### src/rtl/qsfp_link_ctrl.sv
// QSFP cage + GTX quad bring-up sequencer: presence debounce, sideband sequencing,
// transceiver reset/usrrdy control and alignment supervision. Optional macro: QSFP_INTL_EN.
module qsfp_link_ctrl #(
  parameter int CHAN          = 4,
  parameter int CW            = 24,
  parameter int DEBOUNCE      = 1000,
  parameter int RESET_CYCLES  = 2000,
  parameter int INIT_CYCLES   = 200000,
  parameter int GT_RST_CYCLES = 64,
  parameter int ALIGN_TIMEOUT = 1000000,
  parameter int MAX_RETRY     = 3
) (
  input  logic            sysclk,
  input  logic            soft_reset,
  input  logic            qsfp_modprsl,
  input  logic            qsfp_intl,
  input  logic [CHAN-1:0] rxbyteisaligned,
  input  logic [CHAN-1:0] cfg_lane_en,
  input  logic            cfg_lpmode,
  input  logic            cfg_restart,
  input  logic            irq_clr,
  output logic            qsfp_resetl,
  output logic            qsfp_lpmode,
  output logic            qsfp_modsel,
  output logic            gt_soft_reset,
  output logic [CHAN-1:0] gt_txusrrdy,
  output logic [CHAN-1:0] gt_rxusrrdy,
  output logic            link_up,
  output logic [2:0]      state,
  output logic [3:0]      retry_cnt,
  output logic            irq
);
  typedef enum logic [2:0] {
    ST_ABSENT = 3'd0, ST_MOD_RST = 3'd1, ST_MOD_INIT = 3'd2, ST_GT_RST = 3'd3,
    ST_ALIGN  = 3'd4, ST_UP      = 3'd5, ST_FAULT    = 3'd6
  } state_e;

  state_e          state_q, state_d;
  logic [CW-1:0]   timer_q, timer_d, db_cnt_q, db_cnt_d;
  logic [3:0]      retry_q, retry_d, retry_inc;
  logic [1:0]      prs_sync_q;
  logic [CHAN-1:0] al_s1_q, al_s2_q;
  logic            present_q, present_d, load, lanes_ok, lane_lost;
  logic            resetl_d, lpmode_d, modsel_d, gt_rst_d, link_up_d;
  logic [CHAN-1:0] usrrdy_d;

  always_ff @(posedge sysclk) begin
    if (soft_reset) begin
      prs_sync_q    <= 2'b11;
      al_s1_q       <= '0;
      al_s2_q       <= '0;
      present_q     <= 1'b0;
      db_cnt_q      <= '0;
      state_q       <= ST_ABSENT;
      timer_q       <= '0;
      retry_q       <= '0;
      qsfp_resetl   <= 1'b0;
      qsfp_lpmode   <= 1'b1;
      qsfp_modsel   <= 1'b1;
      gt_soft_reset <= 1'b1;
      gt_txusrrdy   <= '0;
      gt_rxusrrdy   <= '0;
      link_up       <= 1'b0;
    end else begin
      prs_sync_q    <= {prs_sync_q[0], qsfp_modprsl};
      al_s1_q       <= rxbyteisaligned;
      al_s2_q       <= al_s1_q;
      present_q     <= present_d;
      db_cnt_q      <= db_cnt_d;
      state_q       <= state_d;
      timer_q       <= timer_d;
      retry_q       <= retry_d;
      qsfp_resetl   <= resetl_d;
      qsfp_lpmode   <= lpmode_d;
      qsfp_modsel   <= modsel_d;
      gt_soft_reset <= gt_rst_d;
      gt_txusrrdy   <= usrrdy_d;
      gt_rxusrrdy   <= usrrdy_d;
      link_up       <= link_up_d;
    end
  end

  // Synced ModPrsL equal to present_q means the pin disagrees with the accepted presence.
  always_comb begin
    present_d = present_q;
    db_cnt_d  = '0;
    if (prs_sync_q[1] == present_q) begin
      if (db_cnt_q == CW'(DEBOUNCE - 1)) present_d = ~present_q;
      else db_cnt_d = db_cnt_q + 1'b1;
    end
  end

  always_comb begin
    state_d   = state_q;
    retry_d   = retry_q;
    load      = 1'b0;
    timer_d   = (timer_q != '0) ? timer_q - 1'b1 : '0;
    lanes_ok  = ((al_s2_q & cfg_lane_en) == cfg_lane_en) && (cfg_lane_en != '0);
    lane_lost = |(~al_s2_q & cfg_lane_en);
    retry_inc = (retry_q == 4'hF) ? retry_q : retry_q + 4'd1;
    if (state_q != ST_ABSENT && !present_q) begin
      state_d = ST_ABSENT;
    end else if (state_q != ST_ABSENT && cfg_restart) begin
      state_d = ST_MOD_RST;
      retry_d = '0;
      load    = 1'b1;
    end else begin
      case (state_q)
        ST_ABSENT:   if (present_q) begin state_d = ST_MOD_RST; load = 1'b1; end
        ST_MOD_RST:  if (timer_q == '0) begin state_d = ST_MOD_INIT; load = 1'b1; end
        ST_MOD_INIT: if (timer_q == '0) begin state_d = ST_GT_RST; load = 1'b1; end
        ST_GT_RST:   if (timer_q == '0) begin state_d = ST_ALIGN; load = 1'b1; end
        ST_ALIGN: begin
          if (lanes_ok) begin
            state_d = ST_UP;
            retry_d = '0;
            load    = 1'b1;
          end else if (timer_q == '0) begin
            retry_d = retry_inc;
            state_d = (int'(retry_inc) < MAX_RETRY) ? ST_GT_RST : ST_FAULT;
            load    = 1'b1;
          end
        end
        ST_UP:       if (lane_lost) begin state_d = ST_GT_RST; load = 1'b1; end
        ST_FAULT:    state_d = ST_FAULT;
        default:     state_d = ST_ABSENT;
      endcase
    end
    if (load) begin
      case (state_d)
        ST_MOD_RST:  timer_d = CW'(RESET_CYCLES - 1);
        ST_MOD_INIT: timer_d = CW'(INIT_CYCLES - 1);
        ST_GT_RST:   timer_d = CW'(GT_RST_CYCLES - 1);
        ST_ALIGN:    timer_d = CW'(ALIGN_TIMEOUT - 1);
        default:     timer_d = '0;
      endcase
    end
  end

  // Outputs decode the next state so they register on the same edge as state.
  always_comb begin
    resetl_d  = !(state_d == ST_ABSENT || state_d == ST_MOD_RST);
    lpmode_d  = (state_d == ST_UP) ? cfg_lpmode : 1'b1;
    modsel_d  = (state_d == ST_ABSENT);
    gt_rst_d  = !(state_d == ST_ALIGN || state_d == ST_UP);
    usrrdy_d  = (state_d == ST_ALIGN || state_d == ST_UP) ? '1 : '0;
    link_up_d = (state_d == ST_UP);
  end

  assign state     = state_q;
  assign retry_cnt = retry_q;

`ifdef QSFP_INTL_EN
  logic [1:0] intl_sync_q;
  logic       intl_prev_q, irq_q, irq_d;

  always_ff @(posedge sysclk) begin
    if (soft_reset) begin
      intl_sync_q <= 2'b11;
      intl_prev_q <= 1'b1;
      irq_q       <= 1'b0;
    end else begin
      intl_sync_q <= {intl_sync_q[0], qsfp_intl};
      intl_prev_q <= intl_sync_q[1];
      irq_q       <= irq_d;
    end
  end

  // A set in the same cycle as irq_clr wins.
  always_comb begin
    irq_d = irq_q;
    if (irq_clr) irq_d = 1'b0;
    if ((intl_prev_q && !intl_sync_q[1] && state_q >= ST_MOD_INIT) ||
        (state_d == ST_FAULT && state_q != ST_FAULT))
      irq_d = 1'b1;
  end

  assign irq = irq_q;
`else
  logic unused_intl;
  assign unused_intl = ^{qsfp_intl, irq_clr};
  assign irq = 1'b0;
`endif
endmodule

### config.mk
export PLATFORM = sky130hd
export DESIGN_NAME = qsfp_link_ctrl
export DESIGN_NICKNAME = d
export VERILOG_FILES = /design/src/rtl/qsfp_link_ctrl.sv
export SDC_FILE = /design/constraint.sdc
export NUM_CORES = 1
export LEC_CHECK = 0
export ABC_CLOCK_PERIOD_IN_PS = 7910
export BUFFER_PORTS_ARGS = -buffer_cell sky130_fd_sc_hd__buf_2
export CAP_MARGIN = 20
export CORE_MARGIN = 1
export CORE_UTILIZATION = 31
export CTS_CLUSTER_SIZE = 16
export DETAILED_ROUTE_END_ITERATION = 10
export GPL_ROUTABILITY_DRIVEN = 0
export GPL_TIMING_DRIVEN = 0
export PLACE_DENSITY = 0.59
export REMOVE_ABC_BUFFERS = 1
export SKIP_LAST_GASP = 1
export SYNTH_ARGS = -nofsm -noshare
export SYNTH_HDL_FRONTEND = slang
export SYNTH_SLANG_ARGS = --single-unit
### constraint.sdc
create_clock -name sysclk -period 7.91 [get_ports sysclk]
set_input_delay 1.1865 -clock sysclk [delete_from_list [all_inputs] [get_ports sysclk]]
set_output_delay 1.1865 -clock sysclk [all_outputs]
set_load 0.01 [all_outputs]
== Yosys cells after proc, flatten, opt, wreduce, memory -nomap -nowiden ==
Cells that the tools add are included.
Storage, ports and cells
  logic and storage cells: 89
  output and inout bits: 21
  input bits: 15
  register bits: 75
Operators by class
  bitwise operators: 7
  magnitude comparators: 1
  reductions and logical operators: 22
  add/sub/neg operators: 3
  mux-type cells: 27
  equality and inequality tests: 15
Operators by type and width (count)
  $pmux W20 S4: 1
  $mux W24: 2
  $mux W3: 10
  $add A24 B1 Y24 const B: 1
  $eq A24 B10 Y1 const B: 1
  $logic_not A24 Y1: 1
  $mux W4: 6
  $reduce_bool A24 Y1: 1
  $sub A24 B1 Y24 const B: 1
  $pmux W3 S7: 1
  $eq A3 B3 Y1 const B: 5
  $eq A3 B2 Y1 const B: 4
  $and A4 B4 Y4: 2
  $eq A3 B1 Y1 const B: 2
  $logic_not A3 Y1: 2
  $mux W1: 6
  $reduce_bool A3 Y1: 2
  $reduce_or A3 Y1: 2
  $add A4 B1 Y4 const B: 1
  $eq A4 B4 Y1: 1
  $eq A4 B4 Y1 const B: 1
  $lt A4 B2 Y1 const B: 1
  $not A1 Y1: 4
  $not A4 Y4: 1
  11 further kinds: 16

== Longest topological paths before layout ==
Gate-level depths: netlist of run 1.
  word-level depth: 12
  depth in mapped cells: 10
  depth with buffers taken out: 10

== Least setup slack after synthesis of run 1 ==
OpenSTA, ideal clock, no wires.
  kind: input-to-reg
  from: in cfg_lane_en[0]
  to: reg timer_q[0]
  data arrival time: 3.125 ns
  setup slack: 4.706 ns
  required time: 7.831 ns
  setup time: 0.079 ns
  stages: 8
  buffers on the path: 2
  cell sequence: or4_1 -> and2_1 -> a311oi_1 -> nor2b_1 -> or3_1 -> clkbuf_1 -> clkbuf_1 -> o211ai_1
On the way
  longest elaborated chain between the ends: 10
  elaborated cells between the ends (all ways): 22
  those cells by class: eq/ne: 5; mux: 12; bitwise: 2; reduce/logical: 3
Ends and longest elaborated chain
  from (decl): line 18  | input logic [CHAN-1:0] cfg_lane_en,
  $and A4 B4 Y4: line 98  | lanes_ok = ((al_s2_q & cfg_lane_en) == cfg_lane_en) && (cfg_lane_en != '0);
  $eq A4 B4 Y1: line 98
  $logic_and A1 B1 Y1: line 98
  $mux W3: line 114  | if (lanes_ok) begin
  $pmux W3 S7: line 108  | case (state_q)
  $mux W3: line 103  | end else if (state_q != ST_ABSENT && cfg_restart) begin
  $mux W3: line 101  | if (state_q != ST_ABSENT && !present_q) begin
  $eq A3 B3 Y1 (tied with other cells): line 130  | case (state_d)
  $pmux W20 S4: line 130
  $mux W24 (*): line 129  | if (load) begin
  to (signal assigned): line 71  | timer_q <= timer_d;
  to (decl): line 39  | logic [CW-1:0] timer_q, timer_d, db_cnt_q, db_cnt_d;
Mark *: on every way between the ends. The rest lies on a longest branch, timed or not.
A chain may end at the register's enable or synchronous reset.

== Worst setup path in the final report of run 1 ==
  from: in cfg_lane_en[0]
  to: reg timer_q[1]
Same word-level chain as after synthesis.

==> results of run 1 <==
-- per-stage QoR --
stage               setup WS [ps]  cell area (um2)  cells  hold WS, ps  power, uW
CTS                          4450             3800    546          423       1180
finish                       4440             3800    546          421       1160
global placement             4130             3590    530          397        846
global route                 4250             3800    546          456       1250
floorplan                    4690             3260    362          389        769
detailed placement           4080             3590    530          397        856
-- state kept, by name, summed over array words and instances, names as in the netlist --
signal / flops
db_cnt_q: 24
prs_sync_q: 2
timer_q: 24
link_up: 1
qsfp_lpmode: 1
al_s1_q: 4
qsfp_modsel: 1
qsfp_resetl: 1
al_s2_q: 4
retry_cnt: 4
state: 3
gt_rxusrrdy: 1
gt_soft_reset: 1
present_q: 1
-- worst min path at each step --
stage	startpoint	to	slack [ps]	cells after the start
CTS	prs_sync_q[0]	prs_sync_q[1]	420	1
finish	prs_sync_q[0]	prs_sync_q[1]	420	1
global placement	prs_sync_q[0]	prs_sync_q[1]	400	1
detailed placement	prs_sync_q[0]	prs_sync_q[1]	400	1
global route	al_s1_q[3]	al_s2_q[3]	460	1
floorplan	prs_sync_q[0]	prs_sync_q[1]	390	1
-- power by group through the flow --
stage          Sequential [uW]  Clock, uW  Combinational (uW)
2_1_floorplan              474          0                 295
4_1_cts                    473        326                 379
3_5_place_dp               481          0                 375
5_1_grt                    481        343                 423
6_report                   474        315                 376
3_3_place_gp               478          0                 369
-- kinds of logic (layout without fill, tap and decap cells) --
logic type / after synthesis / count (layout)
AOI/OAI and AO/OA: 60 / 60
buffers and inverters: 32 / 57
muxes: 3 / 3
DFF: 72 / 72
adders and majority gates: 4 / 4
xor gates and xnor gates: 41 / 41
and+or+nand+nor: 172 / 172
other: 1 / 1
-- critical path: stages --
cell,delay [ps]
buf_2,100
nor2b_1,130
a2111oi_2,760
nor3_1,120
a311oi_1,370
nor2b_1,70
or3_1,650
o211ai_1,310
-- layout make-up --
type | count | area (um2) | share of cell area
Clock buffer | 11 | 131 | 0.0346
Clock inverter | 5 | 81.3 | 0.0214
Inverter | 9 | 33.8 | 0.00889
Multi-Input combinational cell | 281 | 1780 | 0.469
Sequential cell | 72 | 1440 | 0.379
Tap cell | 136 | 170 | 0.0448
Timing Repair Buffer | 32 | 160 | 0.0421
-- per-layer routing --
metal / GRT usage / vias up / routed length [um]
li1: - / 1369 / -
met1: 0.171 / 1219 / 3410
met2: 0.211 / 62 / 2950
met3: 0.0221 / 9 / 255
met4: 0.0705 / 0 / 131
met5: 0 / - / 0
-- cells in the final DEF, fill, tap and decap left out, drive strengths merged, types with 2 or more instances in the layout --
cell type  synthesis  final
or2                5      5
nor2b             22     22
dfxtp             72     72
and4               3      3
bufinv             0      2
buf               11     32
nand3b             2      2
o31ai              3      3
or3               11     11
nand3             16     16
nor4               7      7
o21ai             19     19
xnor2             17     17
ha                 4      4
nor2              48     48
nand2             24     24
nor3               8      8
nand4              7      7
xor2              24     24
nand2b             3      3
a21oi             14     14
o22ai              2      2
a2111oi            2      2
clkbuf            12     11
clkinv             0      2
a211oi             3      3
o211ai             9      9
or4                6      6
and3               2      2
mux2i              2      2
and2               4      4
inv                9      9
==> impl_metrics.tcl, run 1 <==
set metrics [dict create \
    status "finished, final reports clean" \
    synth-seq-area-share 0.426 \
    rows 37 \
    vdd_drop_max_mv 0.133 \
    critPathCapture "timer_q[1]" \
    synth_area_leader_cell "dfxtp_1" \
    vias 2659 \
    core_area_um2 10500 \
    drive_above_1_share 0.163 \
    nFillCells 1109 \
    synthSimpleGateAreaFrac 0.277 \
    wl_per_cell_um 12.4 \
    avgViaCountPerCell 4.87 \
    end_kind "register" \
    final_nets 424 \
    hp-class "reg2reg" \
    cts.sink_count 72 \
    clk_pin_slew_worst_paths_ps 70 \
    synth-async-reset-ratio 0 \
    post-synth-top-count-cell "dfxtp_1" \
    synth.top_cell.area_share 0.426 \
    synth_xor_area_frac 0.106 \
    fin_crit_ps 3470 \
    slew_violations 0 \
    drc 0 \
    setup-tns-final_ps 0 \
    synth_edf_count 0 \
    setup_viol 0 \
    tightest_slew_ps 818 \
    yosysUniqueCellTypes 59 \
    cts_buffer_depth 2 \
    synth_top_flop_cell "dfxtp_1" \
    grt_pass1_wl_um 12000 \
    grt_overflow 0 \
    synth_top_family_by_area "simple AND/OR/NAND/NOR gates" \
    clock_skew_ps 17.6 \
    post-route-util 0.363 \
    critPathArrivalTime_ps 3710 \
    drt-initial-drc-count 169 \
    htree_levels 3 \
    dp_hpwl_um 4770 \
    intPower_uw 764 \
    pwr-share-comb 0.323 \
    dieArea_um2 11300 \
    synth_cells 385 \
    r2r-end "timer_q[1]" \
    fmax_mhz 288 \
    port_buffers 32 \
    initial_core_util 0.323 \
    drtPass1Iterations 4 \
    cp-start-kind "input pin" \
    ys_ff_latch 72 \
    finalHoldViolations 0 \
    hold_buffers 0 \
    finalCritPeriodShare 0.438 \
    r2r_cells 7 \
    syn_avg_cell_area_um2 8.79 \
    cts_tree "done" \
    ctsRootBufferMaster "clkbuf_8" \
    synth.area.mux_share 0.00925 \
    power.share.sequential 0.407 \
    grtUsageTotal 0.133 \
    pwr_density_cell_nw_per_um2 306 \
    die_w_um 106 \
    syn_to_final_growth_pct 12.3 \
    drt-total-wl_um 6750 \
    syn-cell-area_um2 3380 \
    r2r_setup_slack_ps 5000 \
    crit_type "in2reg" \
    synth-compound-area-share 0.118 \
    die_h_um 106 \
    synthAdderAreaFrac 0.0148 \
    p_switching_uw 400 \
    ys_top_cells_by_area "dfxtp_1 (43%), xor2_1 (6.2%), nor2_1 (5.2%)" \
    n_antenna_cell 0 \
    crit_start "cfg_lane_en[0]" \
    ioPinCount 36 \
    p_clk_frac 0.270 \
    synth_commonest_cells "dfxtp_1 (72), nor2_1 (47), xor2_1 (24), nand2_1 (23), nor2b_1 (21)" \
    p_leak_uw 0.00138 \
    slew_headroom 0.453 \
    required_ps 8150 \
    clock_latency_ps 350 \
    grt_max_degree 25 \
    ys_warn_count 0 \
    cap_violations 0 \
    rsz0062_at_grt "false" \
    switching_share 0.343 \
    grt_pass1_vias 2606 \
    antenna_found_initial 0 \
    r2r_start "timer_q[10]" \
    ctsResizeCount 0 \
    cts_setup_buffers 0 \
    postRouteAntennaNets 0 \
    crit_fanout 24 \
    cts_buffers 9 \
]
Power figures use the tool's default switching activity.
==> inputs of run 2 (changes only) <==
--- a/config.mk
+++ b/config.mk
@@ -5,7 +5,8 @@
 export SDC_FILE = /design/constraint.sdc
 export NUM_CORES = 1
 export LEC_CHECK = 0
-export ABC_CLOCK_PERIOD_IN_PS = 7910
+export ABC_AREA = 1
+export ABC_CLOCK_PERIOD_IN_PS = 3400
 export BUFFER_PORTS_ARGS = -buffer_cell sky130_fd_sc_hd__buf_2
 export CAP_MARGIN = 20
 export CORE_MARGIN = 1
==> constraint.sdc (replaced) <==
create_clock -name sysclk -period 3.4 [get_ports sysclk]
set_input_delay 0.51 -clock sysclk [delete_from_list [all_inputs] [get_ports sysclk]]
set_output_delay 0.51 -clock sysclk [all_outputs]
set_load 0.01 [all_outputs]
==> impl_metrics.tcl, run 2 <==
set metrics [dict create \
    status "finished, final reports clean" \
    core_area_um2 12100 \
    grt_overflow 0 \
    cap_violations 0 \
    required_ps 3620 \
    clk_pin_slew_worst_paths_ps 60 \
    ctsResizeCount 0 \
    syn_to_final_growth_pct 15.6 \
    antenna_found_initial 0 \
    setup-tns-final_ps 0 \
    drt-initial-drc-count 111 \
    synth.area.mux_share 0 \
    initial_core_util 0.321 \
    vias 3378 \
    rsz0062_at_grt "false" \
    final_cell_mix "nand2_1 (108), nor2_1 (86), dfxtp_1 (72)" \
    crit_family "simple AND/OR/NAND/NOR gates" \
    synthAdderAreaFrac 0.0129 \
    port_buffers 32 \
    cts_buffers 9 \
    avgViaCountPerCell 4.52 \
    r2r-end "timer_q[0]" \
    htree_levels 3 \
    p_leak_uw 0.00193 \
    grtUsageTotal 0.141 \
    rows 40 \
    ctsRootBufferMaster "clkbuf_16" \
    synth_commonest_cells "nand2_1 (108), nor2_1 (86), dfxtp_1 (72), inv_1 (65), nand3_1 (25)" \
    clock_latency_ps 340 \
    drt-total-wl_um 8180 \
    grt_max_degree 23 \
    cp.depth 17 \
    gr-usage-met2 0.236 \
    layout.cells.most_common "nand2_1" \
    die_h_um 114 \
    ys_warn_count 0 \
    n_antenna_cell 0 \
    path_buf_inv 4 \
    crit_start "timer_q[0]" \
    use_met3 0.0430 \
    synth-compound-area-share 0.0820 \
    fmax_mhz 416 \
    end_kind "register" \
    syn-cell-area_um2 3890 \
    drtPass1Iterations 5 \
    r2r_setup_slack_ps 1000 \
    hold_buffers 0 \
    ys_top_cells_by_area "dfxtp_1 (37%), nand2_1 (10%), nor2_1 (8.3%)" \
    cp_common_cell "nor2_1" \
    nFillCells 1294 \
    synth-async-reset-ratio 0 \
    synth_edf_count 0 \
    placed_cell_area_um2 4180 \
    crit_chain "inv_1, ha_1, inv_1, nor2_1, nand2_1, nor2_1, nand3_2, nor2_1, nor2_2, nand2_2, nand2_4, inv_4, nor2_8, nand2_2, inv_2, nand2_1, nand3_1" \
    slew_violations 0 \
    yosysUniqueCellTypes 45 \
    slew_headroom 0.555 \
    grt_pass1_wl_um 14500 \
    synth_xor_area_frac 0.0405 \
    synth_top_family_by_area "simple AND/OR/NAND/NOR gates" \
    ioPinCount 36 \
    grt_pass1_vias 3295 \
    fin_area_um2 4500 \
    postRouteAntennaNets 0 \
    clock_skew_ps 3.82 \
    critical_path.slowest_cell "dfxtp_1" \
    final_nets 593 \
    finalCritPeriodShare 0.706 \
    pwr_density_cell_nw_per_um2 692 \
    cp-start-kind "register" \
    critPathArrivalTime_ps 2620 \
    vdd_drop_max_mv 0.277 \
    post-synth-top-count-cell "nand2_1" \
    hp-class "in2reg" \
    r2r_start "timer_q[0]" \
    synth_cells 543 \
    fin_crit_ps 2400 \
    wl_per_cell_um 10.9 \
    cts.sink_count 72 \
    syn_avg_cell_area_um2 7.17 \
    crit_type "reg2reg" \
    cts_buffer_depth 2 \
    grt-busiest-layer "met2" \
    dp_hpwl_um 6200 \
    cts_tree "done" \
    synth.top_cell.area_share 0.370 \
    cts_setup_buffers 0 \
    setup_viol 0 \
    tightest_slew_ps 666 \
    use_met1 0.169 \
    synthSimpleGateAreaFrac 0.395 \
    crit_fanout 13 \
    r2r_cells 17 \
    drive_above_1_share 0.192 \
    synth-seq-area-share 0.370 \
    dieArea_um2 13000 \
    finalHoldViolations 0 \
    synth_top_flop_cell "dfxtp_1" \
    synth_area_leader_cell "dfxtp_1" \
    drc 0 \
    critical_path.max_stage_delay_ps 330 \
    critPathCapture "timer_q[0]" \
    largestRegisters "db_cnt_q (24), timer_q (24)" \
    die_w_um 114 \
    ys_ff_latch 72 \
]
==> run 2: worst min-delay path: stages <==
cell and delay [ps]:
buf_2 70, inv_1 30, nand2_1 50
==> run 2: worst min-delay path by stage <==
stage | endpoint | from | cells past startpoint
3_5_place_dp | al_s2_q[0] | al_s1_q[0] | 2
5_1_grt | prs_sync_q[0] | qsfp_modprsl | 2
2_1_floorplan | al_s2_q[0] | al_s1_q[0] | 2
6_report | qsfp_lpmode | cfg_lpmode | 3
3_3_place_gp | al_s2_q[1] | al_s1_q[1] | 2
4_1_cts | qsfp_lpmode | cfg_lpmode | 3
==> run 2: kinds of logic (layout without fill, tap and decap cells) <==
kind of cell    count (synthesis)  in the layout
compound gates                 50             50
other cells                     1              1
flops                          72             72
xor+xnor                       18             18
simple gates                  309            309
fa+ha+maj                       4              4
buf+inv                        89            125
==> run 2: report_power, final <==
part / leakage, uW / switching, uW / internal (uW)
sequential: 0.000586 / 126 / 961
clock: 0.000156 / 372 / 643
combinational: 0.00119 / 620 / 389
==> run 2: layout make-up <==
cell class | instances | area [um2] | share of cell area
Clock buffer | 9 | 225 | 0.0501
Clock inverter | 7 | 95.1 | 0.0211
Multi-Input combinational cell | 382 | 2070 | 0.460
Timing Repair Buffer | 32 | 160 | 0.0356
Inverter | 77 | 299 | 0.0665
Tap cell | 168 | 210 | 0.0467
Sequential cell | 72 | 1440 | 0.320
==> run 2: through the flow <==
stage | std cells | util | worst slack (ps) | hold WS [ps] | power (uW)
floorplan | 531 | - | 1520 | 388 | 1900
global placement | 731 | 0.345 | 796 | 391 | 2090
detailed placement | 731 | 0.345 | 758 | 395 | 2110
CTS | 747 | 0.371 | 1010 | 340 | 3140
global route | 747 | 0.371 | 720 | 349 | 3350
finish | 747 | 0.371 | 999 | 349 | 3110
==> run 2: metal layers <==
layer / vias to the layer above / share of wire
li1: 1791 / -
met4: 0 / 0.017
met3: 7 / 0.028
met1: 1547 / 0.48
met2: 33 / 0.48
met5: - / 0
